[src/rtl/ser_pkg.sv]
// ser_pkg: shared FSM state encoding and frame-overhead constant for the serial framer
package ser_pkg;
  typedef enum logic [2:0] {IDLE, START, DATA, PARITY, STOP} state_e;
  localparam int FRAME_OVERHEAD = 3;
endpackage

[src/rtl/bit_tick_gen.sv]
// bit_tick_gen: bit-period counter that ticks on the last cycle of every bit period
module bit_tick_gen #(
  parameter int CLKS_PER_BIT = 4
) (
  input  logic clk,
  input  logic rst,
  input  logic clear,
  output logic tick
);
  localparam int CW = CLKS_PER_BIT > 1 ? $clog2(CLKS_PER_BIT) : 1;
  logic [CW-1:0] cnt_q, cnt_d;
  assign tick = cnt_q == CW'(CLKS_PER_BIT - 1);
  // wrap at the end of each period; clear holds the count at zero while the line idles
  always_comb cnt_d = (clear || tick) ? '0 : cnt_q + 1'b1;
  // count register
  always_ff @(posedge clk)
    if (rst) cnt_q <= '0;
    else     cnt_q <= cnt_d;
endmodule

[src/rtl/serial_tx_framer.sv]
// serial_tx_framer: start + LSB-first payload + even parity + stop serializer with registered line
module serial_tx_framer
  import ser_pkg::*;
#(
  parameter int WIDTH        = 8,
  parameter int CLKS_PER_BIT = 4
) (
  input  logic             clk,
  input  logic             rst,
  input  logic [WIDTH-1:0] data_in,
  input  logic             load_valid,
  output logic             load_ready,
  output logic             sdo,
  output logic             busy,
  output logic             done
);
  localparam int IW = WIDTH > 1 ? $clog2(WIDTH) : 1;
  state_e           state_q, state_d;
  logic [WIDTH-1:0] shift_q, shift_d;
  logic [IW-1:0]    idx_q, idx_d;
  logic             par_q, par_d, sdo_q, sdo_d, tick;
  bit_tick_gen #(.CLKS_PER_BIT(CLKS_PER_BIT)) u_tick (
    .clk   (clk),
    .rst   (rst),
    .clear (state_q == IDLE),
    .tick  (tick)
  );
  assign load_ready = state_q == IDLE;
  assign busy       = state_q != IDLE;
  assign done       = state_q == STOP && tick;
  assign sdo        = sdo_q;
  // next state; the line value is derived from the next state so sdo is a plain register
  always_comb begin
    state_d = state_q;
    shift_d = shift_q;
    idx_d   = idx_q;
    par_d   = par_q;
    case (state_q)
      IDLE: if (load_valid) begin
        state_d = START;
        shift_d = data_in;
        par_d   = ^data_in;
        idx_d   = '0;
      end
      START:  if (tick) state_d = DATA;
      DATA: if (tick) begin
        if (idx_q == IW'(WIDTH - 1)) state_d = PARITY;
        else begin
          idx_d   = idx_q + 1'b1;
          shift_d = shift_q >> 1;
        end
      end
      PARITY: if (tick) state_d = STOP;
      STOP: if (tick) begin
        state_d = IDLE;
        idx_d   = '0;
      end
      default: state_d = IDLE;
    endcase
    sdo_d = state_d == START  ? 1'b0 :
            state_d == DATA   ? shift_d[0] :
            state_d == PARITY ? par_d : 1'b1;
  end
  // state, payload and line registers; reset wins over a same-edge accept
  always_ff @(posedge clk)
    if (rst) begin
      state_q <= IDLE;
      shift_q <= '0;
      idx_q   <= '0;
      par_q   <= 1'b0;
      sdo_q   <= 1'b1;
    end else begin
      state_q <= state_d;
      shift_q <= shift_d;
      idx_q   <= idx_d;
      par_q   <= par_d;
      sdo_q   <= sdo_d;
    end
endmodule

[config.mk]
export PLATFORM = sky130hd
export DESIGN_NAME = serial_tx_framer
export DESIGN_NICKNAME = d
export VERILOG_FILES = /design/src/rtl/ser_pkg.sv /design/src/rtl/bit_tick_gen.sv /design/src/rtl/serial_tx_framer.sv
export SDC_FILE = /design/constraint.sdc
export NUM_CORES = 1
export LEC_CHECK = 0
export BUFFER_PORTS_ARGS = -buffer_cell sky130_fd_sc_hd__buf_2
export CORE_ASPECT_RATIO = 0.5
export CORE_MARGIN = 1
export CORE_UTILIZATION = 30
export DETAILED_ROUTE_END_ITERATION = 7
export GPL_TIMING_DRIVEN = 0
export PLACE_DENSITY = 0.48
export SYNTH_ARGS = -nofsm -noshare
export SYNTH_HDL_FRONTEND = slang
export SYNTH_SLANG_ARGS = --single-unit
[constraint.sdc]
create_clock -name clk -period 1.6 [get_ports clk]
set_input_delay 0.32 -clock clk [delete_from_list [all_inputs] [get_ports clk]]
set_output_delay 0.32 -clock clk [all_outputs]
set_load 0.03 [all_outputs]
==> reports/results.ini, run 1 <==
[sta]
period_minus_slack_ns = 1.57
drv_slew = 0
skew_ns = 0.00237
setup_viol = 0
slew_headroom_pct = 68.3
fmax_mhz = 636
tightest_slew_ns = 0.476
hold_violations = 0
post-route-period-util_pct = 98.3
rsz0062_at_grt = yes
final.setup.worst_slack_ns = 0.0279
setup_tns_ns = 0

[yosys]
synth-seq-cells = 18
synth_top_area_share_pct = 38.8
avgSynthCellArea_um2 = 9.47
synth-edff-count = 0
ys.flop_type = dfxtp_1
synthTopCellsByArea = dfxtp_1 39%, xnor2_1 6.6%, a22oi_1 5.7%, a21oi_1 4.9%, ha_1 4.0%
async_flop_share_pct = 0
synth_most_common_cell = dfxtp_1
syn-cell-area_um2 = 928
yosysWarningCount = 0
ys_seq_area_share_pct = 38.8
synthTopCellsByCount = 18 x dfxtp_1, 9 x a21oi_1, 9 x nand2_1
synth_area_leader_cell = dfxtp_1
syn_nets = 112
synth.distinct_cells = 38
synthCells = 98

[power_and_ir_drop]
p_seq_share_pct = 46.1
leakagePower_nw = 0.478
pwr-share-comb_pct = 17.8
clock_power_share_pct = 36.1
vdd_drop_max_v = 0.000518
p_int_w = 0.000780
switching_share_pct = 25.3
p_per_area_mw_per_mm2 = 811
power_switching_w = 0.000264

[placed_design]
port_buffers = 13
place_hpwl_um = 1410
gp_congestion = 0.690
preCtsSetupSlack_ns = -0.158
dpl.cell_count = 148

[drt]
ant_nets = 0
drcViolationCount = 0
drt-vias-per-instance = 5.09
firstDrtPassIters = 4
vias = 815
first_iter_violations = 12
wl_um = 2220
wl_per_cell_um = 13.9

[grt]
grt.total_usage_pct = 14.7
grt_pass1_vias = 701
global_route.overflow_total = 0
antenna_found_initial = 0
grt_pass1_wl_um = 3400
grt_max_degree = 11

[cells_and_area]
fin_util_pct = 46.6
fillers = 271
fin_nets = 138
drive_gt1_share_pct = 43.1
final_cells = 160
antennaDiodeCount = 0
syn2layout_area_growth_pct = 38.7

[clock_tree]
cts_max_path_buffers = 2
cts.sinks = 18
worstSkewPairLatency_ns = 0.25
tritoncts = done
clkTransAtPathRegs_ns = 0.07
htree_levels = 1
root_buffer = clkbuf_8
cts-buffers-inserted = 3

[floorplanning]
rows = 13
start_util_pct = 33.6
die_h_um = 41.3
die_w_um = 80.7
core_mm2 = 0.00277
ioPinCount = 15
die_area_mm2 = 0.00333

[critical_path]
worstSetupStartpointType = flop
ff2ff_setup_slack_ns = 0.03
arrival_ns = 1.76
crit_path_end_kind = flop
path_cells = ha_4, buf_2, a21oi_1, o31ai_4, or3_1, o211ai_2
cp_slowest_cell = or3_1
crit_family = compound AO/OA/AOI/OAI gates
cp_data_required_time_ns = 1.78
path_buf_inv = 1
cp_max_fo = 5
critPathMaxStageDelay_ns = 0.37
path_class = flop to flop

[job]
max_cap_viol_count = 0

[outcome]
status = completed

[min_path]
hp-class = input port to flop

-- metal layers --
layer / part of all wire (%) / GRT usage [%]
met4: 0.50 / 2.68
met3: 4.7 / 5.43
met2: 43 / 23.5
met1: 52 / 19.4
met5: 0 / 0
-- through the flow --
step	hold slack [ns]	power, W	instance area (um2)
after floorplan	0.405	0.000601	955
after global placement	0.423	0.000643	1070
after detailed placement	0.431	0.000643	1070
after CTS	0.349	0.00104	1220
after global routing	0.384	0.00110	1290
final	0.353	0.00104	1290
-- cell usage in the layout, fill, tap and decap left out, types with 3 or more instances in the layout --
cell type,n
ha_4,3
nor2_1,7
buf_4,8
a22oi_1,7
buf_2,12
a21oi_1,9
buf_6,4
dfxtp_1,14
dfxtp_2,3
xnor2_1,7
nand2_1,9
o21ai_0,3
clkbuf_8,4
-- flip-flops by register name, summed over array words and instances, names as in the netlist --
| signal | flops |
|---|---|
| shift_q | 8 |
| idx_q | 3 |
| state_q | 3 |
| u_tick.cnt_q | 2 |
| par_q | 1 |
| sdo | 1 |
-- cell type report --
type	instances	area, um2	share of cell area [%]
buffer	6	50.0	3.89
timing repair buffer	21	144	11.2
inverter	2	7.51	0.583
sequential	18	368	28.6
multi-input combinational	72	617	47.9
clock buffer	4	55.1	4.28
tap	37	46.3	3.60
-- cells by family (layout without fill, tap and decap cells) --
group	Yosys count	after routing	share of synthesized area, %
AOI/OAI and AO/OA	29	29	21.0
xor gates and xnor gates	7	7	6.60
adders and majority gates	3	3	4.04
buffers and inverters	8	33	5.12
DFF	18	18	38.8
muxes	1	1	1.08
and+or+nand+nor	32	32	23.3
-- power groups by stage --
stage / registers (W) / clock network, W / logic, W
after floorplan: 0.000494 / 0 / 0.000107
after global placement: 0.000492 / 0 / 0.000151
after detailed placement: 0.000492 / 0 / 0.000151
after CTS: 0.000483 / 0.000390 / 0.000165
after global routing: 0.000483 / 0.000408 / 0.000204
final: 0.000482 / 0.000377 / 0.000186
-- timing repair --
item | in CTS | in global routing
hold buffers | 0 | 0
buffers inserted | 4 | 3
gates cloned | 0 | 1
endpoints found under the hold margin | 0 | 0
endpoints found under the setup margin | 15 | 11
resized for setup | 14 | 8
pin swaps | 5 | 4
-- worst reg2reg max path, delay by kind of cell, from the launching register on --
| kind | cells | cell delay, ns |
|---|---|---|
| AO/OA/AOI/OAI | 3 | 0.48 |
| AND/OR/NAND/NOR | 1 | 0.37 |
| flip-flops | 1 | 0.34 |
| adder cells (fa/ha/maj) | 1 | 0.16 |
| buffers and inverters | 1 | 0.14 |
-- worst paths after layout --
kind,from,endpoint,depth (start not counted)
setup / recovery,u_tick.cnt_q[0],sdo,6
hold / removal,data_in[7],shift_q[7],3
setup reg to reg,u_tick.cnt_q[0],sdo,6
hold reg to reg,u_tick.cnt_q[0],u_tick.cnt_q[0],1
(Power assumes the default switching activity.)
==> inputs of run 2 (changes only) <==
--- a/config.mk
+++ b/config.mk
@@ -5,6 +5,7 @@
 export SDC_FILE = /design/constraint.sdc
 export NUM_CORES = 1
 export LEC_CHECK = 0
+export ABC_AREA = 1
 export BUFFER_PORTS_ARGS = -buffer_cell sky130_fd_sc_hd__buf_2
 export CORE_ASPECT_RATIO = 0.5
 export CORE_MARGIN = 1
==> reports/results.ini, run 2 <==
[critical_path]
worstSetupStartpointType = flop
path_cells = ha_4, inv_1, nor3_2, buf_4
cp_max_fo = 6
cp_data_required_time_ns = 1.28
cp_slowest_cell = dfxtp_2
reg2reg_depth = 12
ff2ff_setup_slack_ns = 0.12
path_class = flop to output pin
cp.depth = 4
arrival_ns = 1.21
crit_family = flip-flops
critPathMaxStageDelay_ns = 0.34
crit_path_end_kind = output pin
path_buf_inv = 2

[grt]
global_route.overflow_total = 0
grt.total_usage_pct = 13.0
grt_pass1_wl_um = 3720
grt_pass1_vias = 805
antenna_found_initial = 0
grt_max_degree = 11

[sta]
setup_viol = 0
final.setup.worst_slack_ns = 0.0746
slew_headroom_pct = 68.7
tightest_slew_ns = 0.470
skew_ns = 0.000610
period_minus_slack_ns = 1.53
post-route-period-util_pct = 95.3
hold_violations = 0
fmax_mhz = 656
drv_slew = 0

[clock_tree]
cts-buffers-inserted = 3
clkTransAtPathRegs_ns = 0.07
tritoncts = done
htree_levels = 1
cts_max_path_buffers = 2
root_buffer = clkbuf_8
cts.sinks = 18
worstSkewPairLatency_ns = 0.25

[power_and_ir_drop]
leakagePower_nw = 0.630
vdd_drop_max_v = 0.000309
p_per_area_mw_per_mm2 = 811

[placed_design]
gp_congestion = 0.735
port_buffers = 14
place_hpwl_um = 1650
preCtsSetupSlack_ns = -0.00156
dpl.cell_count = 219

[cells_and_area]
top_register = shift_q
fillers = 340
top_regs = shift_q: 8 flops, idx_q: 3 flops, state_q: 3 flops
drive_gt1_share_pct = 28.7
seqCellArea_um2 = 363
fin_nets = 196
final_cell_mix = 50 x nand2_1, 22 x inv_1, 16 x dfxtp_1
syn2layout_area_growth_pct = 24.7
antennaDiodeCount = 0
final_cells = 229
final_common_cell = nand2_1
multi_input_area_um2 = 622
largest_reg_flops = 8

[yosys]
synth.distinct_cells = 25
avgSynthCellArea_um2 = 6.72
syn_nets = 171
synth-seq-cells = 18
synthTopCellsByArea = dfxtp_1 34%, nand2_1 18%, inv_1 7.8%, nand2_2 5.9%, nor2_1 5.0%
synth_top_area_share_pct = 34.2
syn-cell-area_mm2 = 0.00105
synth_most_common_cell = nand2_1
async_flop_share_pct = 0
synthTopCellsByCount = 51 x nand2_1, 22 x inv_1, 18 x dfxtp_1
yosysWarningCount = 0
synthCells = 157
synth_area_leader_cell = dfxtp_1
synth-edff-count = 0
ys.flop_type = dfxtp_1
ys_seq_area_share_pct = 34.2

[floorplanning]
rows = 14
die_area_mm2 = 0.00377
die_w_um = 85.9
die_h_um = 43.9
core_mm2 = 0.00317
ioPinCount = 15
start_util_pct = 33.3

[drt]
drcViolationCount = 0
wl_um = 2210
drt-vias-per-instance = 4.28
firstDrtPassIters = 4
ant_nets = 0
first_iter_violations = 43
vias = 980
wl_per_cell_um = 9.63

[outcome]
status = completed

[min_path]
hp-class = input port to flop
whs_path_depth = 2

[job]
max_cap_viol_count = 0

run 2: report_power, final:
group | internal, W | switching (W) | total, W
sequential | 0.000470 | 0.0000137 | 0.000484
combinational | 0.0000813 | 0.000133 | 0.000214
clock | 0.000218 | 0.000151 | 0.000369
run 2: logic make-up after synthesis:
group | after synthesis | synth area share [%]
compound gates | 15 | 8.54
xor+xnor | 1 | 0.831
fa+ha+maj | 3 | 3.56
buf+inv | 26 | 9.49
flops | 18 | 34.2
simple gates | 94 | 43.4
run 2: path summary, 6_finish.rpt:
check	start	endpoint
max	u_tick.cnt_q[1]	done
min	rst	shift_q[1]
max reg2reg	idx_q[0]	sdo
min reg2reg	u_tick.cnt_q[0]	u_tick.cnt_q[0]
run 2: cell type report:
type	count	area share (%)
multi-input cells	113	47.3
inverters	25	7.33
repair buffers	20	8.75
clock buffers	4	4.19
plain buffers	1	0.285
flip-flops and latches	18	27.6
well taps	48	4.57
run 2: what timing repair did:
action | CTS | global route
pin swaps | 1 | 5
setup buffers | 0 | 6
resized for setup | 3 | 5
hold endpoints to repair | 0 | 0
setup endpoints to repair | 2 | 6
hold buffers | 0 | 0
run 2: layer usage:
layer / GRT usage [%] / share of wire (%) / up-vias
li1: - / - / 538
met3: 4.00 / 2.9 / 2
met4: 3.00 / 0.54 / 0
met2: 18.4 / 38 / 16
met1: 19.2 / 59 / 424
met5: 0 / 0 / -
run 2: worst reg2reg max path, cell delays in order (launching register included):
cell and delay (ns):
dfxtp_1 0.33, ha_1 0.20, ha_2 0.18, inv_1 0.07, nand2_2 0.08, nand2_2 0.09
nand3_4 0.12, nand2_4 0.09, nand3_2 0.05, nand2_1 0.06, inv_1 0.03, nand2_1 0.05
nand2_1 0.04
run 2: metrics by stage:
stage | power [W] | hold slack, ns | util [%] | cell area [um2] | setup TNS, ns
6_report | 0.00107 | 0.318 | 41.5 | 1320 | 0
3_3_place_gp | 0.000688 | 0.408 | 37.5 | 1190 | -0.000348
3_5_place_dp | 0.000691 | 0.417 | 37.5 | 1190 | -0.00156
4_1_cts | 0.00106 | 0.307 | 39.7 | 1260 | 0
2_1_floorplan | 0.000635 | 0.389 | - | 1060 | 0
5_1_grt | 0.00114 | 0.308 | 41.5 | 1320 | -0.00161
==> inputs of run 3 (changes only) <==
--- a/config.mk
+++ b/config.mk
@@ -13,6 +13,7 @@
 export DETAILED_ROUTE_END_ITERATION = 7
 export GPL_TIMING_DRIVEN = 0
 export PLACE_DENSITY = 0.48
+export RECOVER_POWER = 25
 export SYNTH_ARGS = -nofsm -noshare
 export SYNTH_HDL_FRONTEND = slang
 export SYNTH_SLANG_ARGS = --single-unit
==> reports/results.ini, run 3 (synthesis results as in run 2) <==
[sta]
setup_tns_ns = 0
final.setup.worst_slack_ns = 0.0790
post-route-period-util_pct = 95.1
fmax_mhz = 657
hold_violations = 0
skew_ns = 0.000645
slew_headroom_pct = 68.7
drv_slew = 0
period_minus_slack_ns = 1.52
setup_viol = 0
tightest_slew_ns = 0.470
holdWs_ns = 0.318

[cells_and_area]
antennaDiodeCount = 0
final_cells = 229
top_regs = shift_q: 8 flops, idx_q: 3 flops, state_q: 3 flops
fillers = 341
final_cell_mix = 50 x nand2_1, 23 x inv_1, 16 x dfxtp_1
final_common_cell = nand2_1
fin_nets = 196
largest_reg_flops = 8
top_register = shift_q
syn2layout_area_growth_pct = 24.6
drive_gt1_share_pct = 27.6

[drt]
vias = 977
drt-vias-per-instance = 4.27
wl_um = 2220
drcViolationCount = 0
firstDrtPassIters = 4
wl_per_cell_um = 9.68
ant_nets = 0
first_iter_violations = 43

[critical_path]
path_cells = ha_4, inv_1, nor3_2, buf_4
critPathMaxStageDelay_ns = 0.34
arrival_ns = 1.20
path_buf_inv = 2
crit_path_end_kind = output pin
path_class = flop to output pin
worstSetupStartpointType = flop
crit_family = flip-flops
cp_max_fo = 6
cp_data_required_time_ns = 1.28
cp_slowest_cell = dfxtp_2

[clock_tree]
cts.hold.buffers_added = 0
cts.sinks = 18
worstSkewPairLatency_ns = 0.25
tritoncts = done
root_buffer = clkbuf_8
clkTransAtPathRegs_ns = 0.07
cts_max_path_buffers = 2
cts-buffers-inserted = 3
htree_levels = 1

[power_and_ir_drop]
p_per_area_mw_per_mm2 = 812
leakagePower_nw = 0.628
vdd_drop_max_v = 0.000309

[floorplanning]
start_util_pct = 33.3
die_h_um = 43.9
die_area_mm2 = 0.00377
die_w_um = 85.9
ioPinCount = 15
rows = 14
core_mm2 = 0.00317

[placed_design]
gp_congestion = 0.735
dpl.cell_count = 219
port_buffers = 14
preCtsSetupSlack_ns = -0.00156
place_hpwl_um = 1650

[grt]
grt_pass1_vias = 805
global_route.overflow_total = 0
antenna_found_initial = 0
grt_max_degree = 11
grt_pass1_wl_um = 3720
grt.total_usage_pct = 13.0

[min_path]
hp-class = input port to flop

[outcome]
status = completed

[job]
max_cap_viol_count = 0

-- run 3: cell count changes in the layout (fill, tap and decap cells not counted) --
cell and change:
buf_2 -1, clkbuf_1 +1, inv_1 +1, inv_2 -1
-- run 3: repair_timing --
action | 4_1_cts | 5_1_grt
resized for setup | 3 | 5
cloned | 0 | 0
pin swaps | 1 | 5
setup buffers | 0 | 6
setup endpoints to repair | 2 | 6
-- run 3: routing by layer --
layer	up-vias	GRT usage, %	part of all wire (%)
met1	422	19.2	58
met2	16	18.4	38
met4	0	3.00	0.54
met3	2	4.00	3.1
li1	537	-	-
met5	-	0	0
-- run 3: report_power, final --
part | switching (W) | internal [W] | total, W | leakage, nW
registers | 0.0000137 | 0.000470 | 0.000484 | 0.148
logic | 0.000133 | 0.0000807 | 0.000214 | 0.451
clock network | 0.000151 | 0.000218 | 0.000369 | 0.0288
-- run 3: worst paths after layout --
| check | startpoint | endpoint | slack, ns | depth (start not counted) |
|---|---|---|---|---|
| setup / recovery | u_tick.cnt_q[1] | done | 0.08 | 4 |
| hold reg to reg | u_tick.cnt_q[0] | u_tick.cnt_q[0] | 0.43 | 1 |
| hold / removal | rst | shift_q[1] | 0.32 | 2 |
| setup reg to reg | idx_q[0] | sdo | 0.12 | 12 |
-- run 3: stage by stage --
| stage | power [W] | utilization (%) | instance area, um2 |
|---|---|---|---|
| after floorplan | 0.000635 | - | 1060 |
| after global placement | 0.000688 | 37.5 | 1190 |
| after detailed placement | 0.000691 | 37.5 | 1190 |
| after CTS | 0.00106 | 39.7 | 1260 |
| after global routing | 0.00114 | 41.4 | 1310 |
| final | 0.00107 | 41.4 | 1310 |
-- run 3: cell type report --
cell class	count	area [um2]	share of cell area [%]
Buffer	1	3.75	0.286
Clock buffer	4	55.1	4.19
Inverter	25	96.3	7.33
Multi-Input combinational cell	113	622	47.3
Sequential cell	18	363	27.6
Tap cell	48	60.1	4.57
Timing Repair Buffer	20	114	8.67
-- run 3: worst reg2reg max path: cells and delay by family (launching register included) --
kind	cells	cell delay, ns
buffers and inverters	2	0.10
flip-flops	1	0.33
adder cells (fa/ha/maj)	2	0.38
AND/OR/NAND/NOR	8	0.58
